### src/rtl/types_pkg.sv
`default_nettype none
// ============================================================================
// Module  : types_pkg
// Brief   : Shared memory/word types plus PC helpers for the fetch stage.
// Rev     : 1.0 - initial release
// ============================================================================
package types_pkg;

    localparam int MEM_SIZE = 512;
    localparam int ADDR_W   = $clog2(MEM_SIZE);

    typedef logic [ADDR_W-1:0] address_t;
    typedef logic [31:0]       word_t;
    typedef logic [31:0]       pc_t;

    // Word index of a byte PC; upper bits drop so addresses wrap modulo MEM_SIZE.
    function automatic address_t pc_to_addr(input pc_t i_pc);
        return i_pc[ADDR_W+1:2];
    endfunction

endpackage
`default_nettype wire

### src/rtl/instr_fetch.sv
`default_nettype none
// ============================================================================
// Module  : instr_fetch
// Brief   : PC holder and instruction-memory initiator with a valid/ready
//           output to decode, supporting stall, redirect and fetch enable.
// Rev     : 1.0 - initial release
// ============================================================================
module instr_fetch
    import types_pkg::*;
#(
    parameter pc_t RESET_PC = 32'h0000_0000,
    parameter int  ADDR_W   = types_pkg::ADDR_W
) (
    input  logic        clk,
    input  logic        rst,
    input  logic        fetch_en,
    output address_t    imem_address,
    input  word_t       imem_instruction,
    input  logic        redirect_valid,
    input  logic [31:0] redirect_pc,
    output logic        if_valid,
    input  logic        if_ready,
    output logic [31:0] if_pc,
    output word_t       if_instr,
    output logic        misaligned,
    output logic [31:0] fetch_count
);

    localparam pc_t C_PC_STEP = 32'd4;

    pc_t         r_req_pc;
    logic        r_rsp_valid;
    pc_t         r_rsp_pc;
    logic [31:0] r_cnt;
    logic        r_misaligned;

    pc_t         w_tgt;
    logic        w_stall;
    logic        w_accept;
    pc_t         w_sel_pc;
    pc_t         w_nxt_req_pc;
    logic        w_nxt_rsp_valid;
    pc_t         w_nxt_rsp_pc;

    assign w_tgt    = {redirect_pc[31:2], 2'b00};
    assign w_stall  = r_rsp_valid && !if_ready;
    assign if_valid = r_rsp_valid && !redirect_valid && !rst;
    assign w_accept = if_valid && if_ready;

    // Next-PC mux: redirect beats stall beats normal issue.
    always_comb begin
        w_sel_pc        = r_req_pc;
        w_nxt_req_pc    = r_req_pc;
        w_nxt_rsp_valid = r_rsp_valid;
        w_nxt_rsp_pc    = r_rsp_pc;
        if (redirect_valid) begin
            w_sel_pc        = w_tgt;
            w_nxt_rsp_valid = 1'b1;
            w_nxt_rsp_pc    = w_tgt;
            w_nxt_req_pc    = w_tgt + C_PC_STEP;
        end else if (w_stall) begin
            // Re-read the held word so the memory output stays stable.
            w_sel_pc = r_rsp_pc;
        end else if (fetch_en) begin
            w_sel_pc        = r_req_pc;
            w_nxt_rsp_valid = 1'b1;
            w_nxt_rsp_pc    = r_req_pc;
            w_nxt_req_pc    = r_req_pc + C_PC_STEP;
        end else begin
            w_nxt_rsp_valid = 1'b0;
        end
        if (rst) begin
            w_sel_pc = RESET_PC;
        end
    end

    always_ff @(posedge clk) begin
        if (rst) begin
            r_req_pc     <= RESET_PC;
            r_rsp_valid  <= 1'b0;
            r_rsp_pc     <= RESET_PC;
            r_cnt        <= 32'd0;
            r_misaligned <= 1'b0;
        end else begin
            r_req_pc     <= w_nxt_req_pc;
            r_rsp_valid  <= w_nxt_rsp_valid;
            r_rsp_pc     <= w_nxt_rsp_pc;
            r_misaligned <= redirect_valid && (|redirect_pc[1:0]);
            if (w_accept) begin
                r_cnt <= r_cnt + 32'd1;
            end
        end
    end

    assign imem_address = w_sel_pc[ADDR_W+1:2];
    assign if_pc        = r_rsp_pc;
    assign if_instr     = imem_instruction;
    assign misaligned   = r_misaligned;
    assign fetch_count  = r_cnt;

endmodule
`default_nettype wire

### config.mk
export PLATFORM = sky130hd
export DESIGN_NAME = instr_fetch
export DESIGN_NICKNAME = d
export VERILOG_FILES = /design/src/rtl/types_pkg.sv /design/src/rtl/instr_fetch.sv
export SDC_FILE = /design/constraint.sdc
export NUM_CORES = 1
export LEC_CHECK = 0
export BUFFER_PORTS_ARGS = -buffer_cell sky130_fd_sc_hd__buf_2
export CAP_MARGIN = 10
export CORE_AREA = 2 2 128 130
export CTS_CLUSTER_SIZE = 28
export DETAILED_ROUTE_END_ITERATION = 8
export DIE_AREA = 0 0 130 132
export GPL_TIMING_DRIVEN = 0
export SLEW_MARGIN = 20
export SYNTH_ARGS = -nofsm -noshare
export SYNTH_HDL_FRONTEND = slang
export SYNTH_SLANG_ARGS = --single-unit
### constraint.sdc
create_clock -name clk -period 3.3 [get_ports clk]
set_clock_uncertainty 0.1 [all_clocks]
set_input_delay 0.165 -clock clk [delete_from_list [all_inputs] [get_ports clk]]
set_output_delay 0.165 -clock clk [all_outputs]
set_load 0.01 [all_outputs]
==> After elaboration in Yosys (flattened, before gate mapping) <==
Cells that the tools add are included.
{ "totals": {"inputBits": 69, "out_inout_bits": 107, "reg_bits": 98} }
{ "op_classes": {"n_bitwise": 1, "n_reduce_logical": 13, "mux": 12, "add_sub_neg": 3, "eq_ne": 1} }
{ "ops": {"columns": ["op", "n"], "rows": [
  ["32-bit two-way mux", 6],
  ["32-bit by 3-bit adder with 32-bit output, second input constant", 2],
  ["11-bit two-way mux", 3],
  ["32-bit by 1-bit adder with 32-bit output, second input constant", 1],
  ["1-bit logical AND", 5],
  ["2-bit AND reduction", 2],
  ["2-bit OR reduction", 2],
  ["1-bit logical NOT", 3],
  ["1-bit two-way mux", 3],
  ["2-bit inequality test, second input constant", 1],
  ["2-bit nonzero test", 1],
  ["1-bit NOT", 1]
]} }

==> Logic depth before layout (Yosys ltp) <==
{ "logic_depth": {"word_depth": 5, "depth_mapped": 14} }

==> Least setup slack after synthesis <==
No wires, ideal clock.
{ "synth_path": {"kind": "input port to flip-flop", "start": "in redirect_valid", "end": "reg r_req_pc[24]", "t_required_ns": 3.114, "path_slack_ns": 0.839, "t_arrival_ns": 2.275, "setup_ns": 0.086, "path_stages": 12, "path_cell_list": "buf_6 -> buf_4 -> buf_2 -> buf_2 -> mux2_2 -> ha_1 -> nand4b_1 -> a21oi_2 -> nand3_2 -> or2_4 -> xor2_1 -> a211oi_1"} }
{ "synth_between": {"elab_chain_len": 2, "word_cells_on_any_way": 4, "cone_classes": "1 x eq/ne; 1 x mux; 2 x reduce/logical"} }
{ "synth_lines": {"columns": ["item", "line", "rtl"], "rows": [
  ["start: declaration", "instr_fetch.sv:19", "input logic redirect_valid,"],
  ["2-bit inequality test (no line) or 2-bit nonzero test (tied branches)", null, null],
  ["2-bit AND reduction (no line)", null, null],
  ["end signal: assignment", "instr_fetch.sv:85", "r_req_pc <= w_nxt_req_pc;"],
  ["end: declaration", "instr_fetch.sv:31", "pc_t r_req_pc;"]
]} }
Parallel ways exist; a longest one is shown, timed or not.
A chain may end at the register's enable or synchronous reset.

==> Worst setup path after layout <==
{ "layout_path": {"start": "in redirect_valid", "end": "reg r_req_pc[14]"} }
The elaborated chain is that of the path after synthesis.

==> impl_metrics.yaml <==
outcome:
  status: "complete, no violations"
finish:
  diodes: 0
  drive_gt1_frac: 0.271
  nNetsFinal: 907
  final_cells: 1056
  syn2layout_area_growth_pct: 23.8
yosys:
  synthDistinctLibCells: 60
  postSynthCellCount: 680
  syn_area_sq_um: 5470
  yosysSeqAreaShare: 0.344
  synth_flop_cell: "dfxtp_1"
  synth-edff-count: 0
  synthArstFlopShare: 0
  postSynthAreaPerCell_sq_um: 8.04
  yosysWarnings: 0
  ys_ff_latch: 94
pwr:
  p_per_area_nw_per_um2: 406
  leakagePower_nw: 2.92
  power_w: 0.00275
  ir_drop_v: 0.000280
clock_tree:
  cts_sinks: 94
  cts-root-buf: "clkbuf_16"
  clk_pin_slew_ns: 0.06
  clkLatencyLatePin_ns: 0.35
  cts_made_buffers: 9
  ctsLongestPathBuffers: 2
  cts-resized-gates: 0
  postCtsHoldBufs: 4
  cts_tree: "done"
  cts_setup_buffers: 0
  cts.htree.levels: 3
worst_setup_path:
  endpoint_kind: "flip-flop"
  path_max_fanout: 10
  reg2reg_slack_ns: 0.89
  worstPathRequired_ns: 3.47
  crit_type: "in -> reg"
  critPathArrivalTime_ns: 2.94
  start_kind: "input port"
floorplanning:
  die-area_sq_um: 17200
  row_count: 46
  start_util: 0.348
  boundaryPins: 176
  die_w_um: 130
  die_height_um: 132
  coreArea_sq_um: 15700
place:
  dp.cells: 1037
  dp_hpwl_mm: 12.4
  port_buffers: 140
  gp_congestion: 0.873
job:
  cap_violations: 0
routing:
  wl_mm: 16.7
  drt_iter0_markers: 286
  final_antenna_net_count: 0
  vias: 5331
  drt-pass1-iter-count: 5
  viasPerCell: 5.05
  drt-wirelength-per-cell_um: 15.8
  drc: 0
timing:
  period_share: 0.839
  period_needed_ns: 2.77
  hold_viol: 0
  rsz0062_at_grt: "no"
  whs_ns: 0.00432
  relSlewSlack: 0.498
  setup_viol: 0
  tightest_slew_ns: 0.753
  max_freq_mhz: 361
  final.setup.tns_ns: 0
  drv_slew: 0
global_route:
  grt_max_degree: 14
  grt_pass1_wl_mm: 26.2
  track_usage: 0.194
  grt_overflow: 0
  antenna_found_initial: 0
  grt_pass1_vias: 4975
worst_hold_path:
  hp-class: "in -> reg"
power breakdown:
part | switching (W) | internal [W] | total (W)
Sequential | 0.0000514 | 0.00119 | 0.00124
Clock | 0.000447 | 0.000606 | 0.00105
Combinational | 0.000266 | 0.000188 | 0.000455
Total | 0.000765 | 0.00198 | 0.00275
layer usage:
| layer | up-vias | global-route usage | wire (um) |
|---|---|---|---|
| li1 | 2636 | - | - |
| met1 | 2463 | 0.262 | 7680 |
| met3 | 19 | 0.0361 | 1060 |
| met2 | 213 | 0.310 | 7710 |
| met4 | 0 | 0.0615 | 238 |
| met5 | - | 0 | 0 |
cell usage in the layout (no fill, tap or decap), types with 9 or more instances in the layout:
| cell type | n |
|---|---|
| buf_2 | 146 |
| nand2_1 | 107 |
| dfxtp_1 | 94 |
| nor2_1 | 84 |
| a21oi_1 | 45 |
| xor2_1 | 40 |
| buf_4 | 37 |
| nand3_1 | 32 |
| xnor2_1 | 28 |
| clkbuf_1 | 23 |
| nand4_1 | 18 |
| a211oi_1 | 16 |
| mux2i_1 | 12 |
| nor3_1 | 12 |
| o21ai_0 | 11 |
| a31oi_1 | 11 |
| buf_1 | 9 |
| clkbuf_16 | 9 |
metrics by stage:
step / utilization / cell area, sq um / setup slack [ns]
detailed placement: 0.410 / 6440 / 0.213
global placement: 0.410 / 6440 / 0.247
CTS: 0.430 / 6760 / 0.548
floorplan: - / 5470 / 0.839
global route: 0.430 / 6760 / 0.300
finish: 0.430 / 6760 / 0.530
cells in the mapped netlist, types with 4 or more instances:
master | count | area [sq um]
buf_4 | 37 | 278
nand3_1 | 32 | 160
xnor2_1 | 28 | 245
buf_2 | 6 | 30.0
nand2b_1 | 4 | 25.0
dfxtp_1 | 94 | 1880
xor2_1 | 40 | 350
clkbuf_1 | 19 | 71.3
nor3_1 | 12 | 60.1
mux2_2 | 5 | 56.3
buf_1 | 9 | 33.8
and3_1 | 7 | 43.8
and4_1 | 4 | 35.0
a31oi_1 | 11 | 68.8
nor2_1 | 84 | 315
o22ai_1 | 5 | 31.3
a22oi_2 | 4 | 50.1
mux2i_1 | 12 | 120
nand3b_1 | 5 | 37.5
nand4_1 | 18 | 113
nor4_1 | 5 | 31.3
o21ai_0 | 11 | 55.1
a21oi_1 | 45 | 225
a211oi_1 | 16 | 120
nand2_1 | 107 | 402
path summary, 6_finish.rpt:
| path | from | to | cells past startpoint |
|---|---|---|---|
| worst max-delay path | redirect_valid | r_req_pc[14]$_SDFFE_PP0P_ | 13 |
| worst min-delay path | redirect_pc[12] | if_pc[12]$_SDFFE_PP0P_ | 3 |
| worst max register to register | r_req_pc[3]$_SDFFE_PP0P_ | r_req_pc[14]$_SDFFE_PP0P_ | 9 |
| worst min register to register | r_req_pc[10]$_SDFFE_PP0P_ | r_req_pc[10]$_SDFFE_PP0P_ | 2 |
critical path, cell delays in order:
cell and delay (ns):
buf_6 0.11, buf_4 0.20, buf_2 0.27, buf_2 0.35
mux2_2 0.23, ha_1 0.23, nand4b_1 0.16, a21oi_2 0.25
buf_2 0.29, nand4_1 0.16, xor2_1 0.18, a21oi_1 0.13
a21boi_0 0.21
registers in the layout, summed over array words and instances (netlist names):
name / cells
r_req_pc: 30
misaligned: 1
if_pc: 30
r_rsp_valid: 1
fetch_count: 32
final cells by class:
type | instances | area, sq um
fillers | 1645 | 8950
clock inverters | 1 | 30.0
repair buffers | 144 | 741
plain buffers | 74 | 447
clock buffers | 14 | 254
well taps | 216 | 270
flip-flops and latches | 94 | 1880
multi-input cells | 509 | 3130
inverters | 4 | 15.0
kinds of logic (layout without fill, tap and decap cells):
logic type	count (synthesis)	after routing	share of synthesized area
AO/OA/AOI/OAI	116	116	0.140
AND/OR/NAND/NOR	304	304	0.284
other	1	2	0.000686
XOR/XNOR	68	68	0.109
flip-flops	94	94	0.344
adder cells (fa/ha/maj)	2	2	0.00458
multiplexers	17	17	0.0323
buffers and inverters	78	237	0.0845
No activity file was read; power rests on OpenSTA's default activity.
